`src/rtl/reset_seq_pkg.sv`:
```
// Shared types and constants for the reset stage sequencer.
// Holds the FSM state enum, default parameters and a counter-width helper.
package reset_seq_pkg;

  typedef enum logic [2:0] {
    ST_HOLD,
    ST_RELEASE,
    ST_WAIT_ACK,
    ST_GAP,
    ST_RUN,
    ST_FAULT
  } state_t;

  localparam int DEF_NUM_STAGES  = 4;
  localparam int DEF_HOLD_CYCLES = 16;
  localparam int DEF_GAP_CYCLES  = 8;
  localparam int DEF_ACK_TIMEOUT = 1024;

  // Width needed to hold 0..n-1, never narrower than one bit.
  function automatic int width_of(input int n);
    return (n > 1) ? $clog2(n) : 1;
  endfunction

endpackage

```
`src/rtl/reset_sync_2ff.sv`:
```
// Two-flop level synchronizer with asynchronous active-high reset to 0.
// Ports: clk, rst, d (async level in), q (clk-domain level out).
module reset_sync_2ff (
  input  logic clk,
  input  logic rst,
  input  logic d,
  output logic q
);

  logic meta;

  always_ff @(posedge clk or posedge rst) begin
    if (rst) begin
      meta <= 1'b0;
      q    <= 1'b0;
    end else begin
      meta <= d;
      q    <= meta;
    end
  end

endmodule

```
`src/rtl/reset_stage_sequencer.sv`:
```
// Releases NUM_STAGES reset domains in order, each gated by its READY ack.
// Ports: CLK, RESET, PLL_LOCK, SW_RST_REQ, STAGE_READY in;
// STAGE_RESET, SEQ_DONE, SEQ_FAULT, FAULT_STAGE out (all registered).
module reset_stage_sequencer
  import reset_seq_pkg::*;
#(
  parameter int NUM_STAGES  = DEF_NUM_STAGES,
  parameter int HOLD_CYCLES = DEF_HOLD_CYCLES,
  parameter int GAP_CYCLES  = DEF_GAP_CYCLES,
  parameter int ACK_TIMEOUT = DEF_ACK_TIMEOUT
) (
  input  logic                              CLK,
  input  logic                              RESET,
  input  logic                              PLL_LOCK,
  input  logic                              SW_RST_REQ,
  input  logic [NUM_STAGES-1:0]             STAGE_READY,
  output logic [NUM_STAGES-1:0]             STAGE_RESET,
  output logic                              SEQ_DONE,
  output logic                              SEQ_FAULT,
  output logic [width_of(NUM_STAGES)-1:0]   FAULT_STAGE
);

  localparam int IW = width_of(NUM_STAGES);
  localparam int HW = width_of(HOLD_CYCLES);
  localparam int GW = width_of(GAP_CYCLES);
  localparam int AW = width_of(ACK_TIMEOUT);

  localparam logic [IW-1:0] IDX_LAST  = IW'(NUM_STAGES - 1);
  localparam logic [HW-1:0] HOLD_LAST = HW'(HOLD_CYCLES - 1);
  localparam logic [GW-1:0] GAP_LAST  =
    GW'((GAP_CYCLES > 0) ? GAP_CYCLES - 1 : 0);
  localparam logic [AW-1:0] ACK_LAST  = AW'(ACK_TIMEOUT - 1);

  logic          lock_s;
  state_t        state;
  logic [IW-1:0] idx;
  logic [HW-1:0] hold_cnt;
  logic [GW-1:0] gap_cnt;
  logic [AW-1:0] ack_cnt;
  logic          ready_sel;
  logic          abort;

  reset_sync_2ff u_lock_sync (
    .clk (CLK),
    .rst (RESET),
    .d   (PLL_LOCK),
    .q   (lock_s)
  );

  assign ready_sel = STAGE_READY[idx];
  assign abort     = (state != ST_HOLD) && (!lock_s || SW_RST_REQ);

  always_ff @(posedge CLK or posedge RESET) begin
    if (RESET) begin
      state       <= ST_HOLD;
      idx         <= '0;
      hold_cnt    <= '0;
      gap_cnt     <= '0;
      ack_cnt     <= '0;
      STAGE_RESET <= '1;
      SEQ_DONE    <= 1'b0;
      SEQ_FAULT   <= 1'b0;
      FAULT_STAGE <= '0;
    end else if (abort) begin
      state       <= ST_HOLD;
      idx         <= '0;
      hold_cnt    <= '0;
      gap_cnt     <= '0;
      ack_cnt     <= '0;
      STAGE_RESET <= '1;
      SEQ_DONE    <= 1'b0;
      SEQ_FAULT   <= 1'b0;
      FAULT_STAGE <= '0;
    end else begin
      unique case (state)
        ST_HOLD: begin
          STAGE_RESET <= '1;
          if (!lock_s || SW_RST_REQ) begin
            hold_cnt <= '0;
          end else if (hold_cnt == HOLD_LAST) begin
            hold_cnt <= '0;
            idx      <= '0;
            state    <= ST_RELEASE;
          end else begin
            hold_cnt <= hold_cnt + HW'(1);
          end
        end
        ST_RELEASE: begin
          STAGE_RESET[idx] <= 1'b0;
          ack_cnt          <= '0;
          state            <= ST_WAIT_ACK;
        end
        ST_WAIT_ACK: begin
          // READY beats a coincident timeout.
          if (ready_sel) begin
            if (idx == IDX_LAST) begin
              state <= ST_RUN;
            end else if (GAP_CYCLES == 0) begin
              idx   <= idx + IW'(1);
              state <= ST_RELEASE;
            end else begin
              gap_cnt <= '0;
              state   <= ST_GAP;
            end
          end else if (ack_cnt == ACK_LAST) begin
            STAGE_RESET <= '1;
            SEQ_FAULT   <= 1'b1;
            FAULT_STAGE <= idx;
            state       <= ST_FAULT;
          end else begin
            ack_cnt <= ack_cnt + AW'(1);
          end
        end
        ST_GAP: begin
          if (gap_cnt == GAP_LAST) begin
            gap_cnt <= '0;
            idx     <= idx + IW'(1);
            state   <= ST_RELEASE;
          end else begin
            gap_cnt <= gap_cnt + GW'(1);
          end
        end
        ST_RUN: begin
          SEQ_DONE <= 1'b1;
        end
        ST_FAULT: begin
          STAGE_RESET <= '1;
          SEQ_FAULT   <= 1'b1;
          FAULT_STAGE <= idx;
        end
        default: state <= ST_HOLD;
      endcase
    end
  end

endmodule

```
`config.mk`:
```
export PLATFORM = sky130hd
export DESIGN_NAME = reset_stage_sequencer
export DESIGN_NICKNAME = d
export VERILOG_FILES = /design/src/rtl/reset_seq_pkg.sv /design/src/rtl/reset_sync_2ff.sv /design/src/rtl/reset_stage_sequencer.sv
export SDC_FILE = /design/constraint.sdc
export NUM_CORES = 1
export LEC_CHECK = 0
export CORE_ASPECT_RATIO = 0.7
export CORE_MARGIN = 3
export CORE_UTILIZATION = 50
export CTS_CLUSTER_DIAMETER = 50
export CTS_CLUSTER_SIZE = 40
export DETAILED_ROUTE_END_ITERATION = 8
export PLACE_DENSITY_LB_ADDON = 0.15
export SYNTH_ARGS = -nofsm -noshare
export SYNTH_HDL_FRONTEND = slang
export SYNTH_SLANG_ARGS = --single-unit
```
`constraint.sdc`:
```
create_clock -name CLK -period 2.2 [get_ports CLK]
set_input_delay 0.22 -clock CLK [delete_from_list [all_inputs] [get_ports CLK]]
set_output_delay 0.22 -clock CLK [all_outputs]
set_load 0.01 [all_outputs]
```
# After elaboration in Yosys (flattened, before gate mapping)
# Cells that the tools add are included.
dict set report classes {
  add_sub_neg 4
  eq_ne 19
  n_lt_le_gt_ge 2
  n_bitwise 2
  reduce_logical 21
  muxes 44
}
# operator count
set op_table {}
lappend op_table {{3-bit 2-to-1 mux} 11}
lappend op_table {{10-bit 2-to-1 mux} 3}
lappend op_table {{4-bit 2-to-1 mux} 7}
lappend op_table {{3-bit != test (second input constant)} 8}
lappend op_table {{10-bit one-hot mux with 2 select lines} 1}
lappend op_table {{3-bit one-hot mux with 5 select lines} 1}
lappend op_table {{3-bit nonzero test} 5}
lappend op_table {{2-bit 2-to-1 mux} 7}
lappend op_table {{4-bit one-hot mux with 3 select lines} 1}
lappend op_table {{3-bit AND reduction} 4}
lappend op_table {{10-bit by 1-bit adder with 10-bit output (second input constant)} 1}
lappend op_table {{10-bit == test (second input constant)} 1}
lappend op_table {{3-bit == test (second input constant)} 3}
lappend op_table {{2-bit one-hot mux with 2 select lines} 2}
lappend op_table {{1-bit 2-to-1 mux} 7}
lappend op_table {{3-bit by 2-bit == test with 1-bit output (second input constant)} 2}
lappend op_table {{3-bit one-hot mux with 2 select lines} 1}
lappend op_table {{5-bit AND reduction} 1}
lappend op_table {{4-bit by 1-bit adder with 4-bit output (second input constant)} 1}
lappend op_table {{4-bit AND} 1}
lappend op_table {{4-bit == test (second input constant)} 1}
lappend op_table {{4-bit != test (second input constant)} 1}
lappend op_table {{4-bit NOT} 1}
lappend op_table {{4-bit AND reduction} 1}
lappend op_table {{other kinds (17)} 20}
dict set report totals {
  out_inout_bits 8
  ff_bits 32
  wordCells 103
  inputBits 8
}

# Depth between registers and ports, before layout
dict set report logic_depth {
  word_depth 8
  mapped_depth 8
  mapped_depth_nobuf 6
}

# Hierarchy
# A second synthesis with hierarchy kept.
dict set report hier_totals {
  cells_unflattened 202
  hier_area_um2 1876.8
}
# module area_per_inst_um2 seq_area_each_um2 cells_per_inst n_inst
set by_module_without_submodules {}
lappend by_module_without_submodules {reset_stage_sequencer 1823.0 755.7 199 1}
lappend by_module_without_submodules {reset_sync_2ff 53.8 50.0 3 1}

# Least setup slack after synthesis
# No wires, ideal clock.
dict set report synth_path {
  kind {register to register}
  start {register ack_cnt[0]}
  end {register ack_cnt[4]}
  stages_incl_launch_ff 8
  t_arrival_ns 1.792
  path_buffers 1
  setup_ns 0.077
  required_time_ns 2.123
  slack_ns 0.331
  synth_period_minus_slack_ns 1.869
  path_cell_list {dfrtp_1 -> ha_1 -> and3_1 -> a41oi_4 -> o21ai_2 -> buf_6 -> or3_1 -> a21oi_1}
}
dict set report synth_between {
  elab_chain_len 5
  elab_cells_between_ends 8
  classes_between {add/sub (1); eq/ne (2); mux (4); reduce/logical (1)}
}
# item line_no
set synth_rtl {}
lappend synth_rtl {{start, declared} reset_stage_sequencer.sv:39} ;# logic [AW-1:0] ack_cnt;
lappend synth_rtl {{start signal, assigned} reset_stage_sequencer.sv:111} ;# ack_cnt <= ack_cnt + AW'(1);
lappend synth_rtl {{10-bit by 1-bit adder with 10-bit output} reset_stage_sequencer.sv:111}
lappend synth_rtl {{10-bit 2-to-1 mux} reset_stage_sequencer.sv:105} ;# end else if (ack_cnt == ACK_LAST) begin
lappend synth_rtl {{10-bit 2-to-1 mux} reset_stage_sequencer.sv:95} ;# if (ready_sel) begin
lappend synth_rtl {{10-bit one-hot mux with 2 select lines} reset_stage_sequencer.sv:75} ;# unique case (state)
lappend synth_rtl {{10-bit 2-to-1 mux} reset_stage_sequencer.sv:64} ;# end else if (abort) begin
# Several ways; a longest one is shown, not always the timed one. The select of a mux whose other input is x is not followed.
# A chain may end at the register's enable or synchronous reset.

# Worst setup path after layout
dict set report layout_path {
  start {register ack_cnt[0]}
  end {register ack_cnt[3]}
}
# The elaborated chain is that of the path after synthesis.

==> results_dict.tcl <==
set metrics [dict create \
    status "finished clean" \
    slowest_stage "dfrtp_1" \
    synth-xor-area-share_pct 1.46 \
    synth_flop_cell "dfrtp_1" \
    fillCellCount 270 \
    wl_met2_um 1680 \
    leakage_uw 0.000930 \
    worstSetupEndpointType "flop" \
    start_util_pct 54.8 \
    rsz0062_at_grt "false" \
    clockBufferDepth 2 \
    critPathArrivalTime_ps 2270 \
    synth_compound_area_share_pct 20.3 \
    cts_tree "done" \
    cts-resized-gates 0 \
    grt_pass1_wl_um 6960 \
    drv_cap 0 \
    numPortBuffers 15 \
    cpLargestDelayFamily "compound AO/OA/AOI/OAI gates" \
    dp_hpwl_um 2830 \
    synthTopCellsByArea "dfrtp_1 (39%), o21ai_0 (6.4%), dfstp_2 (5.8%)" \
    die_h_um 56.3 \
    cts-htree-levels 2 \
    drtIter0Drc 135 \
    cp_cell_sequence "ha_1, and3_1, a41oi_4, o21ai_2, or3_1, a21oi_1" \
    syn-num-nets 204 \
    core_mm2 0.00330 \
    hold_viol 0 \
    hold_slack_ps 303 \
    cts_sinks 32 \
    grt_pass1_vias 1494 \
    grt_overflow 0 \
    critPathKind "flop to flop" \
    place_area_mm2 0.00205 \
    vias 1491 \
    first_pass_iters 6 \
    die-area_mm2 0.00438 \
    wl_um 3930 \
    synthSimpleGateAreaFrac_pct 21.1 \
    place_ws_ps 57.2 \
    synth_top_family_by_area "simple AND/OR/NAND/NOR gates" \
    avgSynthCellArea_um2 9.60 \
    synth_top_area_share_pct 38.8 \
    cts_setup_buffers 0 \
    antenna_found_initial 0 \
    routed_via_density 5.73 \
    grt_use_total_pct 20.2 \
    drive_above_1_share_pct 16.0 \
    final_nets 228 \
    maxSlewViolCount 0 \
    ir_drop_mv 0.336 \
    syn-cell-area_mm2 0.00181 \
    holdCritPathClass "input port to asynchronous set/reset pin" \
    cp_max_fo 11 \
    yosysSeqAreaShare_pct 44.6 \
    globalplace.congestion 0.863 \
    synthDistinctLibCells 44 \
    async_flop_share_pct 100 \
    synth.area.mux_share_pct 3.12 \
    root_buffer "clkbuf_8" \
    fmax_mhz 488 \
    min_period_ps 2050 \
    areaGrowthSynthToFinish_pct 19.3 \
    fin_cells 260 \
    final_cell_mix "dfrtp_1 (28), o21ai_0 (23), nand2_1 (22), clkdlybuf4s50_1 (15), nor2_1 (13)" \
    synth-seq-cells 32 \
    layout_commonest_cell "dfrtp_1" \
    clock_latency_ps 290 \
    maxUsedRoutingLayer "met4" \
    diodes 0 \
    finalSetupTns_ps 0 \
    worstPathRequired_ps 2420 \
    fin_area_mm2 0.00215 \
    slew_headroom_pct 59.9 \
    skew_ps 7.07 \
    yosys.area.top_type "dfrtp_1" \
    setup_viol_count_final 0 \
    tightest_slew_ps 600 \
    cpPeakStageDelay_ps 420 \
    powerDensity_mw_per_mm2 623 \
    ant_nets 0 \
    path_clk_slew_ps 70 \
    yosys_warnings 0 \
    met1_length_um 1980 \
    cts_buffers 5 \
    cp-start-kind "flop" \
    io_pins 16 \
    postCtsHoldBufs 0 \
    die_x_um 77.8 \
    routedWlPerCell_um 15.1 \
    syn_inst 188 \
    grt_start_max_net_pins 33 \
    synth_edf_count 0 \
    finalCritPeriodShare_pct 93.1 \
    wl_met3_um 232 \
    fin_ws_ps 151 \
    crit_buf_inv 0 \
    dp_cells 252 \
    placementRows 17 \
    route.detailed.drc 0 \
    synth-adder-area-share_pct 5.54 \
]
[worst min-delay path, stage by stage]
cell and delay [ps]:
clkdlybuf4s50_1 390, inv_1 50, buf_4 350
[worst paths after layout]
kind | startpoint | to | slack [ps] | depth (start not counted)
worst max-delay path | ack_cnt[0] | ack_cnt[3] | 150 | 6
worst min-delay path | RESET | ack_cnt[0] | 300 | 3
worst max register to register | ack_cnt[0] | ack_cnt[3] | 150 | 6
worst min register to register | u_lock_sync.meta | u_lock_sync.q | 350 | 0
max in group asynchronous | RESET | STAGE_RESET[2] | 1580 | 3
min in group CLK | u_lock_sync.meta | u_lock_sync.q | 350 | 0
[Yosys cell counts, types with 3 or more instances]
library cell,instances
a21oi_1,12
dfstp_2,4
nand3_1,10
nand2b_1,4
nand4_1,3
nand2_1,22
nor2_1,13
inv_1,5
ha_1,8
or3_1,4
xor2_1,3
o21ai_0,23
clkbuf_1,6
dfrtp_1,28
a22o_1,3
mux2_2,3
[state kept, by name, summed over array words and instances, names as in the netlist]
register and flops:
idx 2, u_lock_sync.meta 1, gap_cnt 3, SEQ_FAULT 1, FAULT_STAGE 2, hold_cnt 4
state 3, SEQ_DONE 1, u_lock_sync.q 1, ack_cnt 10, STAGE_RESET 4
[stage by stage]
| step | total power (uW) | utilization [%] |
|---|---|---|
| 6_report | 1340 | 65.4 |
| 5_1_grt | 1410 | 65.4 |
| 4_1_cts | 1350 | 65.4 |
| 3_5_place_dp | 797 | 62.1 |
| 3_3_place_gp | 791 | 62.1 |
| 2_1_floorplan | 742 | - |
[final cells by class]
class	count	area [um^2]	share of cell area, %
sequential	32	806	37.4
clock inverter	2	35.0	1.63
tap	47	58.8	2.73
multi-input combinational	142	931	43.2
timing repair buffer	26	233	10.8
inverter	5	18.8	0.871
clock buffer	6	72.6	3.37
[cells by family (layout without fill, tap and decap cells)]
group / count (synthesis) / count (layout)
adder cells (fa/ha/maj): 8 / 8
multiplexers: 4 / 4
AO/OA/AOI/OAI: 53 / 53
buffers and inverters: 14 / 39
flip-flops: 32 / 32
AND/OR/NAND/NOR: 74 / 74
XOR/XNOR: 3 / 3
[layer usage]
| layer | track usage, % | vias to the layer above |
|---|---|---|
| met5 | 0 | - |
| met4 | 8.38 | 0 |
| met3 | 5.61 | 6 |
| met2 | 28.7 | 38 |
| met1 | 28.9 | 724 |
| li1 | - | 723 |
[report_power, final]
group	switching [uW]	internal, uW
clock	218	336
combinational	96.7	75.8
sequential	12.8	603
Note: power is estimated with default switching activity, not from simulation.
